$ cat src/rtl/seven_seg_mux_ctrl.sv
// Dual-digit seven-segment multiplexer: one shared hex decoder, fixed refresh
// schedule with blanking dead-time, digit values latched at slot entry.

module drive_seven_seg (
  input  logic [3:0] hex_i,
  output logic [6:0] seg_o
);

  // Active-low segments ordered {g,f,e,d,c,b,a}
  always_comb begin
    seg_o = 7'b1111111;
    case (hex_i)
      4'h0: seg_o = 7'b1000000;
      4'h1: seg_o = 7'b1111001;
      4'h2: seg_o = 7'b0100100;
      4'h3: seg_o = 7'b0110000;
      4'h4: seg_o = 7'b0011001;
      4'h5: seg_o = 7'b0010010;
      4'h6: seg_o = 7'b0000010;
      4'h7: seg_o = 7'b1111000;
      4'h8: seg_o = 7'b0000000;
      4'h9: seg_o = 7'b0010000;
      4'hA: seg_o = 7'b0001000;
      4'hB: seg_o = 7'b0000011;
      4'hC: seg_o = 7'b1000110;
      4'hD: seg_o = 7'b0100001;
      4'hE: seg_o = 7'b0000110;
      4'hF: seg_o = 7'b0001110;
      default: seg_o = 7'b1111111;
    endcase
  end

endmodule

module seven_seg_mux_ctrl #(
  parameter int ON_CYCLES    = 24000,
  parameter int BLANK_CYCLES = 240
) (
  input  logic       clk,
  input  logic       reset,
  input  logic [3:0] digit0,
  input  logic [3:0] digit1,
  input  logic [1:0] digit_en,
  output logic [6:0] seven_seg,
  output logic [1:0] anode,
  output logic       slot
);

  localparam int MAX_CYCLES = (ON_CYCLES > BLANK_CYCLES) ? ON_CYCLES : BLANK_CYCLES;
  localparam int CNT_W      = $clog2(MAX_CYCLES);
  localparam logic [CNT_W-1:0] ON_LAST    = CNT_W'(ON_CYCLES - 1);
  localparam logic [CNT_W-1:0] BLANK_LAST = CNT_W'(BLANK_CYCLES - 1);

  typedef enum logic [1:0] {
    DIGIT0 = 2'd0,
    BLANK0 = 2'd1,
    DIGIT1 = 2'd2,
    BLANK1 = 2'd3
  } state_e;

  state_e           state_q, state_d;
  logic [CNT_W-1:0] count_q, count_d;
  logic [3:0]       val0_q, val0_d;
  logic [3:0]       val1_q, val1_d;
  logic             en0_q, en0_d;
  logic             en1_q, en1_d;
  logic             slot_q, slot_d;
  logic [1:0]       anode_q, anode_d;
  logic [6:0]       seg_q, seg_d;

  logic             slot_last;
  logic [3:0]       dec_hex;
  logic [6:0]       dec_seg;

  // Schedule sequencing and slot-entry latching
  always_comb begin
    state_d = state_q;
    count_d = count_q + CNT_W'(1);
    val0_d  = val0_q;
    val1_d  = val1_q;
    en0_d   = en0_q;
    en1_d   = en1_q;
    slot_d  = slot_q;

    if ((state_q == DIGIT0) || (state_q == DIGIT1)) begin
      slot_last = (count_q == ON_LAST);
    end else begin
      slot_last = (count_q == BLANK_LAST);
    end

    if (slot_last) begin
      count_d = '0;
      case (state_q)
        DIGIT0: state_d = BLANK0;
        BLANK0: begin
          state_d = DIGIT1;
          val1_d  = digit1;
          en1_d   = digit_en[1];
          slot_d  = 1'b1;
        end
        DIGIT1: state_d = BLANK1;
        BLANK1: begin
          state_d = DIGIT0;
          val0_d  = digit0;
          en0_d   = digit_en[0];
          slot_d  = 1'b0;
        end
        default: state_d = BLANK1;
      endcase
    end
  end

  // Outputs are derived from the next state so they switch on the transition edge
  assign dec_hex = (state_d == DIGIT1) ? val1_d : val0_d;

  drive_seven_seg u_decoder (
    .hex_i (dec_hex),
    .seg_o (dec_seg)
  );

  always_comb begin
    anode_d = 2'b11;
    seg_d   = 7'b1111111;
    case (state_d)
      DIGIT0: begin
        if (en0_d) begin
          anode_d = 2'b10;
          seg_d   = dec_seg;
        end
      end
      DIGIT1: begin
        if (en1_d) begin
          anode_d = 2'b01;
          seg_d   = dec_seg;
        end
      end
      default: begin
        anode_d = 2'b11;
        seg_d   = 7'b1111111;
      end
    endcase
  end

  always_ff @(posedge clk) begin
    if (reset) begin
      state_q <= BLANK1;
      count_q <= '0;
      val0_q  <= 4'h0;
      val1_q  <= 4'h0;
      en0_q   <= 1'b0;
      en1_q   <= 1'b0;
      slot_q  <= 1'b1;
      anode_q <= 2'b11;
      seg_q   <= 7'b1111111;
    end else begin
      state_q <= state_d;
      count_q <= count_d;
      val0_q  <= val0_d;
      val1_q  <= val1_d;
      en0_q   <= en0_d;
      en1_q   <= en1_d;
      slot_q  <= slot_d;
      anode_q <= anode_d;
      seg_q   <= seg_d;
    end
  end

  assign seven_seg = seg_q;
  assign anode     = anode_q;
  assign slot      = slot_q;

endmodule

$ cat config.mk
export PLATFORM = sky130hd
export DESIGN_NAME = seven_seg_mux_ctrl
export DESIGN_NICKNAME = d
export VERILOG_FILES = /design/src/rtl/seven_seg_mux_ctrl.sv
export SDC_FILE = /design/constraint.sdc
export NUM_CORES = 1
export LEC_CHECK = 0
export CAP_MARGIN = 30
export CORE_ASPECT_RATIO = 1.5
export CORE_MARGIN = 2
export CORE_UTILIZATION = 45
export DETAILED_ROUTE_END_ITERATION = 8
export DONT_BUFFER_PORTS = 1
export RECOVER_POWER = 25
export SLEW_MARGIN = 20
export SYNTH_ARGS = -nofsm -noshare
export SYNTH_HDL_FRONTEND = slang
export SYNTH_SLANG_ARGS = --single-unit
$ cat constraint.sdc
create_clock -name clk -period 4.05 [get_ports clk]
set_input_delay 0.6075 -clock clk [delete_from_list [all_inputs] [get_ports clk]]
set_output_delay 0.6075 -clock clk [all_outputs]
set_load 0.02 [all_outputs]
## Word-level counts from Yosys, hierarchy flattened

Memory sizes are Yosys's and may differ from the RTL's.
Cells that the tools add are included.

- Bits in registers: 37
- Memories: 1
- Output and inout port bits: 10
- Bits in read-only memories: 112

- Multiplexer cells: 19
- Add/sub/neg operators: 1
- Equal/unequal tests: 6
- Reductions and logical operators: 6

Memories:

| memory | depth | bits a word | read ports | clocked after Yosys merged registers in | wr ports | line | RTL |
|---|---|---|---|---|---|---|---|
| (no name shown) | 16 | 7 | 1 | 0 | 0 | 12 | `case (hex_i)` |

Operators with widths:

| cell | number |
|---|---|
| two-way mux 4 bit | 5 |
| adder 15 x 1 -> 15 bit (second input constant) | 1 |
| equality test 15 bit (second input constant) | 1 |
| equality test 15 x 8 -> 1 bit (second input constant) | 1 |
| two-way mux 7 bit | 2 |
| one-hot mux 7 bit (2 select lines) | 1 |
| one-hot mux 2 bit (4 select lines) | 1 |
| equality test 2 bit (second input constant) | 3 |
| two-way mux 1 bit | 6 |
| zero test 2 bit | 2 |
| two-way mux 2 bit | 2 |
| one-hot mux 2 bit (2 select lines) | 1 |
| equality test 2 x 1 -> 1 bit (second input constant) | 1 |
| one-hot mux 1 bit (2 select lines) | 1 |
| AND reduction 2 bit | 1 |
| nonzero test 2 bit | 1 |
| OR reduction 2 bit | 1 |
| logical OR 1 bit | 1 |

## Depth between registers and ports, before layout

Gate-level depths: netlist (run 1).
An unclocked memory read counts as a cell.

- Word-level depth: 9
- Depth in mapped cells: 11

## Cells and area by module

From an unflattened synthesis (run 1), not the netlist that was laid out.

- Cell total of the unflattened synthesis: 202
- Area total of the unflattened synthesis: 1934.4 µm²

By module, submodules not included:

| module | cells an instance | sequential area each (µm²) | area an instance (µm²) | times used |
|---|---|---|---|---|
| seven_seg_mux_ctrl | 170 | 740.7 | 1659.1 | 1 |
| drive_seven_seg | 32 | 0.0 | 275.3 | 1 |

## Least setup slack after synthesis (run 1)

No wires, ideal clock.

- Kind: register -> register
- Start: register count_q[12]
- End: register seg_q[3], in the netlist seven_seg[3]
- Buffers on the path: 0
- Data arrival time: 2770 ps
- Setup time: 78 ps
- Clock period less this slack: 2848 ps
- Path slack: 1202 ps
- Stages on the path, launching flop included: 11
- Cells stage by stage: dfxtp_1 > or4_4 > o41ai_4 > nand3_2 > o22ai_4 > mux2i_1 > inv_1 > ha_1 > inv_1 > mux2i_1 > a32oi_1

- Longest elaborated chain between the ends: 8
- Elaborated cells between the ends (all ways): 15

RTL lines:

| element | line | RTL |
|---|---|---|
| start: declaration | 62 | `logic [CNT_W-1:0] count_q, count_d;` |
| start signal: assignment | 157 | `count_q <= count_d;` |
| equality test 15 x 8 -> 1 bit / equality test 15 bit (equally long branches) | 88, 86 |  |
| two-way mux 1 bit (*) | 85 | `if ((state_q == DIGIT0) \|\| (state_q == DIGIT1)) begin` |
| two-way mux 2 bit | 91 | `if (slot_last) begin` |
| equality test 2 bit | 114, 124 |  |
| two-way mux 4 bit | 114 | `assign dec_hex = (state_d == DIGIT1) ? val1_d : val0_d;` |
| memory read (16 x 7 bit) | - |  |
| two-way mux 7 bit (on tied branches) | 132, 126 |  |
| one-hot mux 7 bit (2 select lines) (*) | 124 | `case (state_d)` |
| end signal: assignment | 164 | `seg_q <= seg_d;` |
| end: declaration | 69 | `logic [6:0] seg_q, seg_d;` |

Every way passes the cells marked *; elsewhere a longest branch is shown, timed or not.
A chain may end at the register's enable or synchronous reset.

## Worst setup path in the final report (run 1)

- Start: register count_q[12]
- End: register seg_q[2], in the netlist seven_seg[2]

Same word-level chain as after synthesis.

==> results.sh, run 1 <==
export IMPL_syn_num_nets=207
export IMPL_placed_cells=226
export IMPL_max_clock_freq_ghz=0.308
export IMPL_ys_flop_type="dfxtp_1"
export IMPL_ir_drop_v=0.000365
export IMPL_grt_max_degree=16
export IMPL_yosysTopAreaCell="dfxtp_1"
export IMPL_dieWidth_um=56.5
export IMPL_coreArea_um2=3960
export IMPL_setup_viol=0
export IMPL_ctsHoldBuffers=0
export IMPL_fin_util_pct=51.5
export IMPL_yosysWarningCount=0
export IMPL_setup_tns_final_ns=0
export IMPL_n_fill_cell=372
export IMPL_die_area_um2=4670
export IMPL_wl_per_cell_um=15.8
export IMPL_drt_initial_drc_count=35
export IMPL_ys_top_cells_by_count="37 x dfxtp_1, 25 x nor2_1, 21 x mux2i_1, 12 x xor2_1, 11 x ha_1"
export IMPL_wirelength_um=3710
export IMPL_rsz0062_at_grt="false"
export IMPL_seq_area_frac_synth_pct=39.9
export IMPL_slew_violations=0
export IMPL_die_h_um=82.7
export IMPL_clkTransAtPathRegs_ns=0.08
export IMPL_num_antenna_cells=0
export IMPL_vias=1303
export IMPL_clock_sinks=37
export IMPL_numPortBuffers=0
export IMPL_p_leak_uw=0.000871
export IMPL_cts_resized=0
export IMPL_drtAntennaViolNets=0
export IMPL_drv_cap=0
export IMPL_route_detailed_drc=0
export IMPL_cts_setup_buffers=0
export IMPL_grt_pass1_wl_um=6280
export IMPL_dp_hpwl_um=2930
export IMPL_synth_most_common_cell="dfxtp_1"
export IMPL_gp_congestion=0.763
export IMPL_fin_cells=234
export IMPL_async_flop_share_pct=0
export IMPL_start_util_pct=46.9
export IMPL_syn_area_um2=1860
export IMPL_min_path_type="in -> reg"
export IMPL_nNetsFinal=211
export IMPL_synth_edf_count=0
export IMPL_hold_viol=0
export IMPL_io_pins=22
export IMPL_end_kind="flop"
export IMPL_cp_arrival_ns=3.42
export IMPL_synth_cell_type_count=41
export IMPL_design_area_um2=2040
export IMPL_path_max_fanout=8
export IMPL_overflow=0
export IMPL_cts_root_buffer="clkbuf_8"
export IMPL_finClkSkew_ns=0.00826
export IMPL_slew_headroom_pct=55.7
export IMPL_synth_seq_cells=37
export IMPL_period_minus_slack_ns=3.24
export IMPL_critPathRequiredTime_ns=4.23
export IMPL_vias_per_cell=5.57
export IMPL_startpoint_type="flop"
export IMPL_area_growth_pct=9.63
export IMPL_place_area_um2=1900
export IMPL_clockBufferDepth=2
export IMPL_min_period_over_period_pct=80.1
export IMPL_synthTopCellsByArea="dfxtp_1 40%, mux2i_1 11%, ha_1 7.4%"
export IMPL_drive_gt1_share_pct=12.7
export IMPL_syn_inst=184
export IMPL_tritoncts="built"
export IMPL_status="finished clean"
export IMPL_path_class="reg -> reg"
export IMPL_worst_pin_slew_ns=0.646
export IMPL_powerDensity_nw_per_um2=370
export IMPL_cts_made_buffers=5
export IMPL_clock_latency_ns=0.29
export IMPL_drt_pass1_iterations=4
export IMPL_grt_use_total_pct=17.7
export IMPL_antenna_found_initial=0
export IMPL_finalPower_uw=754
export IMPL_grt_pass1_vias=1329
export IMPL_synth_area_per_cell_um2=10.1
export IMPL_synth_top_cell_area_share_pct=39.9
export IMPL_htree_levels=2
export IMPL_num_rows=28
## final timing paths
| path | from | end | slack [ns] | depth (start not counted) |
|---|---|---|---|---|
| min | reset | val0_q[2]$_SDFF_PP0_ | 0.38 | 1 |
| max reg2reg | count_q[12]$_SDFF_PP0_ | seven_seg[2]$_SDFF_PP1_ | 0.81 | 8 |
| min reg2reg | count_q[0]$_SDFF_PP0_ | count_q[0]$_SDFF_PP0_ | 0.44 | 1 |
| max | count_q[12]$_SDFF_PP0_ | seven_seg[2]$_SDFF_PP1_ | 0.81 | 8 |
## state kept, by name, summed over array words and instances, names as in the netlist
name,cells
state_q,2
count_q,15
val0_q,4
en1_q,1
en0_q,1
val1_q,4
slot,1
anode,2
seven_seg,7
## routing by layer
layer | up-vias | wire, um | GRT usage (%)
li1 | 651 | - | -
met5 | - | 0 | 0
met2 | 33 | 2120 | 34.0
met1 | 617 | 1420 | 17.9
met3 | 2 | 139 | 5.14
met4 | 0 | 21 | 6.43
## placed cells by master (no fill, tap or decap), types with 4 or more instances in the layout
master / instances
o21ai_0: 4
mux2i_1: 21
nor2_1: 25
and3_1: 4
nand3_1: 10
dfxtp_1: 37
ha_1: 11
clkbuf_8: 5
nand2_1: 8
inv_1: 7
xor2_1: 12
## layout make-up
class,count,area (um^2),area share (%)
Tap cell,45,56.3,2.76
Inverter,7,26.3,1.29
Clock buffer,5,68.8,3.38
Clock inverter,3,65.1,3.19
Multi-Input combinational cell,137,1080,53.0
Sequential cell,37,741,36.4
## stage by stage
step                worst slack, ns  hold slack, ns
floorplan                      1.20           0.413
global placement              0.929           0.423
detailed placement            0.810           0.433
CTS                           0.769           0.370
global route                  0.503           0.365
finish                        0.806           0.382
## worst max-delay path, stage by stage, from the launching register on
cell and delay [ns]:
dfxtp_1 0.36, or4_4 0.54, o41ai_4 0.35, nand3_2 0.18, o22ai_4 0.36, mux2i_1 0.58, inv_1 0.14, ha_1 0.30
o311ai_1 0.33
## cell families (layout without fill, tap and decap cells)
| kind of cell | after synthesis | in the layout | synth area share [%] |
|---|---|---|---|
| AO/OA/AOI/OAI | 21 | 21 | 9.63 |
| XOR/XNOR | 15 | 15 | 7.07 |
| adder cells (fa/ha/maj) | 11 | 11 | 7.41 |
| buffers and inverters | 10 | 15 | 2.02 |
| flip-flops | 37 | 37 | 39.9 |
| multiplexers | 25 | 25 | 14.3 |
| AND/OR/NAND/NOR | 65 | 65 | 19.7 |
## power by group
group,switching (uW),internal (uW),total (uW)
sequential,1.99,366,368
clock,132,245,376
combinational,4.97,4.17,9.13
No activity file was read; power rests on OpenSTA's default activity.
==> run 2, diff against run 1 <==
- clock period: 4.05 -> 3 ns (I/O delays scaled with it)
==> run 2 against run 1 <==
Compared with the run above: sequential share of layout area fell by 1.7 points; final cell count rose by 4.7%; non-clock buffer count rose by 12; first-iteration DRC count rose by 37%; global-route usage fell by 0.49 points; critical path depth rose by 2; critical endpoint is now seven_seg[5]$_SDFF_PP1_.
==> results.sh, run 2 (synthesis results as in run 1) <==
export IMPL_num_antenna_cells=0
export IMPL_startpoint_type="flop"
export IMPL_max_clock_freq_ghz=0.342
export IMPL_ctsHoldBuffers=0
export IMPL_dieWidth_um=56.5
export IMPL_period_minus_slack_ns=2.93
export IMPL_grt_pass1_vias=1416
export IMPL_min_path_type="in -> reg"
export IMPL_crit_start="count_q[12]$_SDFF_PP0_"
export IMPL_drv_cap=0
export IMPL_wirelength_um=3810
export IMPL_area_growth_pct=15.2
export IMPL_slew_headroom_pct=65.2
export IMPL_antenna_found_initial=0
export IMPL_vias=1372
export IMPL_drt_initial_drc_count=48
export IMPL_min_from="reset"
export IMPL_crit_chain="or4_4 > o41ai_4 > buf_4 > nand3_2 > o22ai_4 > mux2i_2 > inv_1 > ha_1 > mux2i_1 > o221ai_1"
export IMPL_worst_pin_slew_ns=0.519
export IMPL_largest_register="count_q"
export IMPL_path_max_fanout=5
export IMPL_cp_arrival_ns=3.08
export IMPL_vias_per_cell=5.60
export IMPL_path_class="reg -> reg"
export IMPL_status="finished clean"
export IMPL_grt_use_total_pct=17.2
export IMPL_setup_ws_ns=0.0720
export IMPL_grt_max_degree=16
export IMPL_fin_util_pct=54.0
export IMPL_clkTransAtPathRegs_ns=0.07
export IMPL_slew_violations=0
export IMPL_route_detailed_drc=0
export IMPL_die_area_um2=4670
export IMPL_drt_pass1_iterations=4
export IMPL_nNetsFinal=223
export IMPL_setup_tns_final_ns=0
export IMPL_largest_reg_flops=15
export IMPL_coreArea_um2=3960
export IMPL_mostFrequentLayoutCells="37 x dfxtp_1, 25 x nor2_1, 15 x mux2i_1"
export IMPL_drive_gt1_share_pct=20.5
export IMPL_end_kind="flop"
export IMPL_gp_congestion=0.778
export IMPL_grt_pass1_wl_um=6270
export IMPL_clock_latency_ns=0.29
export IMPL_hold_viol=0
export IMPL_io_pins=22
export IMPL_rsz0062_at_grt="false"
export IMPL_post_place_ws_ns=-0.00441
export IMPL_setup_viol=0
export IMPL_powerDensity_nw_per_um2=400
export IMPL_drtAntennaViolNets=0
export IMPL_slowest_stage="or4_4"
export IMPL_cts_root_buffer="clkbuf_8"
export IMPL_finClkSkew_ns=0.00648
export IMPL_num_rows=28
export IMPL_final_common_cell="dfxtp_1"
export IMPL_overflow=0
export IMPL_tritoncts="built"
export IMPL_ir_drop_v=0.000281
export IMPL_htree_levels=2
export IMPL_critPathMaxStageDelay_ns=0.54
export IMPL_worstReg2RegStart="count_q[12]$_SDFF_PP0_"
export IMPL_start_util_pct=46.9
export IMPL_die_h_um=82.7
export IMPL_p_leak_uw=0.000902
export IMPL_cts_made_buffers=5
export IMPL_dp_hpwl_um=2960
export IMPL_wl_per_cell_um=15.6
export IMPL_numPortBuffers=0
export IMPL_critPathRequiredTime_ns=3.15
export IMPL_clock_sinks=37
export IMPL_placed_cells=232
export IMPL_min_period_over_period_pct=97.6
export IMPL_fin_cells=245
export IMPL_clockBufferDepth=2
[run 2: changes by cell type in the layout (fill, tap and decap cells not counted), sizes merged]
cell / before / now
buf: 0 / 12
bufinv: 2 / 0
clkbuf: 5 / 7
clkinv: 1 / 0
[run 2: worst paths after layout]
check | depth (start not counted) | endpoint | slack, ns
max | 10 | seven_seg[5]$_SDFF_PP1_ | 0.07
min | 1 | val0_q[1]$_SDFF_PP0_ | 0.23
min reg2reg | 1 | count_q[0]$_SDFF_PP0_ | 0.45
max reg2reg | 10 | seven_seg[5]$_SDFF_PP1_ | 0.07
[run 2: what timing repair did]
item / CTS / global route
setup endpoints to repair: 2 / 5
pin swaps: 0 / 4
buffers inserted: 0 / 6
resized for setup: 1 / 11
[run 2: metrics by stage]
step / power (uW) / cell area (um^2) / hold WS (ns)
after floorplan: 521 / 1860 / 0.413
after global routing: 883 / 2140 / 0.223
after CTS: 867 / 2040 / 0.220
after global placement: 521 / 1950 / 0.424
final: 857 / 2140 / 0.227
after detailed placement: 522 / 1950 / 0.438
[run 2: routing by layer]
metal	vias up	wire (um)	share of wire [%]	GRT usage [%]
met5	-	0	0	0
met4	0	44	1.2	6.43
met3	4	124	3.3	3.27
met2	27	2100	55	33.6
met1	661	1550	41	17.9
li1	680	-	-	-
[run 2: where the power goes]
part           switching (uW)  internal [uW]  leakage, uW
Combinational            7.03           6.50     0.000559
Sequential               2.88            494     0.000299
Clock                     164            182    0.0000443
[run 2: area by class of cell]
type,instances,area [um^2]
sequential,37,741
tap,45,56.3
inverter,7,26.3
clock buffer,7,86.3
multi-input combinational,137,1140
fill,357,1820
timing repair buffer,12,93.8
[run 2: critical path: cells and delay by family, from the launching register on]
family / cells / cell delay [ns]
compound gates: 3 / 0.72
simple gates: 2 / 0.65
mux: 2 / 0.48
flops: 1 / 0.36
buf+inv: 2 / 0.30
fa+ha+maj: 1 / 0.28
==> run 3, diff against run 2 <==
- CORE_UTILIZATION: 45 -> 56
- PLACE_DENSITY: unset -> 0.71
==> run 3 against run 2 <==
Compared with the run above: critical path depth stayed put; critical endpoint is now seven_seg[4]$_SDFF_PP1_; critical path type unchanged; largest cell class unchanged; non-clock buffer count did not move; clock skew is 0.0050 ns higher; via count shrank 0.51%; register-to-register slack is essentially flat; clock-buffer cell count is 1 lower; flip-flop and latch count unchanged; sequential share of layout area is 0.41 points higher; utilization increased by 13 points; die area shrank 19%; combinational power down 4%.
==> results.sh, run 3 (synthesis results as in run 1) <==
export IMPL_die_h_um=74.5
export IMPL_clockBufferDepth=2
export IMPL_grt_pass1_wl_um=5980
export IMPL_drt_pass1_iterations=4
export IMPL_nNetsFinal=223
export IMPL_num_rows=25
export IMPL_route_detailed_drc=0
export IMPL_clock_latency_ns=0.29
export IMPL_clock_sinks=37
export IMPL_clkTransAtPathRegs_ns=0.08
export IMPL_start_util_pct=58.8
export IMPL_tritoncts="built"
export IMPL_cts_root_buffer="clkbuf_8"
export IMPL_period_minus_slack_ns=2.91
export IMPL_critPathMaxStageDelay_ns=0.55
export IMPL_io_pins=22
export IMPL_cts_made_buffers=5
export IMPL_ctsHoldBuffers=0
export IMPL_status="finished clean"
export IMPL_antenna_found_initial=0
export IMPL_largest_register="count_q"
export IMPL_grt_pass1_vias=1356
export IMPL_wl_per_cell_um=15.0
export IMPL_dp_hpwl_um=2790
export IMPL_numPortBuffers=0
export IMPL_setup_viol=0
export IMPL_drv_cap=0
export IMPL_slowest_stage="or4_4"
export IMPL_drt_initial_drc_count=22
export IMPL_path_max_fanout=6
export IMPL_startpoint_type="flop"
export IMPL_grt_use_total_pct=21.1
export IMPL_wirelength_um=3630
export IMPL_path_class="reg -> reg"
export IMPL_coreArea_um2=3160
export IMPL_finalPower_uw=840
export IMPL_path_common_cell="buf_4"
export IMPL_gp_congestion=0.859
export IMPL_worst_pin_slew_ns=0.494
export IMPL_setup_tns_final_ns=0
export IMPL_finClkSkew_ns=0.0115
export IMPL_drive_gt1_share_pct=21.4
export IMPL_cp_top_family="simple AND/OR/NAND/NOR gates"
export IMPL_dieWidth_um=51.0
export IMPL_cp_arrival_ns=3.12
export IMPL_slew_headroom_pct=66.9
export IMPL_end_kind="flop"
export IMPL_fin_util_pct=67.0
export IMPL_final_common_cell="dfxtp_1"
export IMPL_area_growth_pct=14.0
export IMPL_min_path_type="in -> reg"
export IMPL_r2r_slack_ns=0.09
export IMPL_num_antenna_cells=0
export IMPL_crit_buf_inv=2
export IMPL_mostFrequentLayoutCells="36 x dfxtp_1, 25 x nor2_1, 15 x mux2i_1"
export IMPL_grt_max_degree=16
export IMPL_htree_levels=2
export IMPL_vias_per_cell=5.66
export IMPL_largest_reg_flops=15
export IMPL_ir_drop_v=0.000370
export IMPL_max_clock_freq_ghz=0.343
export IMPL_hold_viol=0
export IMPL_powerDensity_nw_per_um2=397
export IMPL_crit_chain="or4_4 > o41ai_4 > buf_4 > nand4_4 > mux2i_2 > mux2i_1 > buf_4 > ha_1 > mux2_1 > o211ai_1"
export IMPL_slew_violations=0
export IMPL_die_area_um2=3800
export IMPL_drtAntennaViolNets=0
export IMPL_design_area_um2=2120
export IMPL_min_period_over_period_pct=97.2
export IMPL_critPathRequiredTime_ns=3.21
export IMPL_vias=1365
export IMPL_whs_ns=0.224
export IMPL_overflow=0
export IMPL_p_leak_uw=0.000886
export IMPL_place_area_um2=1930
[run 3: path summary, 6_finish.rpt]
check	end	cells after the start	from
hold / removal	val0_q[3]$_SDFF_PP0_	1	reset
setup reg to reg	seven_seg[4]$_SDFF_PP1_	10	count_q[11]$_SDFF_PP0_
setup / recovery	seven_seg[4]$_SDFF_PP1_	10	count_q[11]$_SDFF_PP0_
hold reg to reg	count_q[0]$_SDFF_PP0_	1	count_q[0]$_SDFF_PP0_
[run 3: final cells by class]
class                      instances  area (um^2)
clock buffer                       6         72.6
fill                             233         1040
multi-input combinational        137         1130
sequential                        37          742
clock inverter                     2         10.0
inverter                           7         26.3
tap                               40         50.0
timing repair buffer              12         90.1
[run 3: what timing repair did]
action	in CTS	in global routing
endpoints found under the setup margin	0	3
resized for setup	0	11
hold endpoints to repair	0	0
buffers inserted	0	7
[run 3: per-stage QoR]
stage / std cells / setup WS (ns)
final: 241 / 0.0854
after global routing: 241 / -0.0547
after CTS: 234 / 0.143
after detailed placement: 226 / 0.160
after global placement: 226 / 0.250
after floorplan: 184 / 0.152
[run 3: worst reg2reg max path, stage by stage (launching register included)]
cell and delay [ns]:
dfxtp_1 0.35, or4_4 0.55, o41ai_4 0.34, buf_4 0.20
nand4_4 0.16, mux2i_2 0.25, mux2i_1 0.13, buf_4 0.18
ha_1 0.19, mux2_1 0.31, o211ai_1 0.19
[run 3: per-layer routing]
layer  part of all wire, %  GRT usage (%)  vias up
met5                     0              0        -
met4                   2.9           10.5        0
met3                   3.5           5.62       11
met2                    55           40.0       31
met1                    39           20.6      647
li1                      -              -      676
[run 3: power breakdown]
part	switching, uW	internal [uW]	leakage, uW
combinational	7.11	5.87	0.000541
sequential	2.72	494	0.000300
clock	169	161	0.0000450
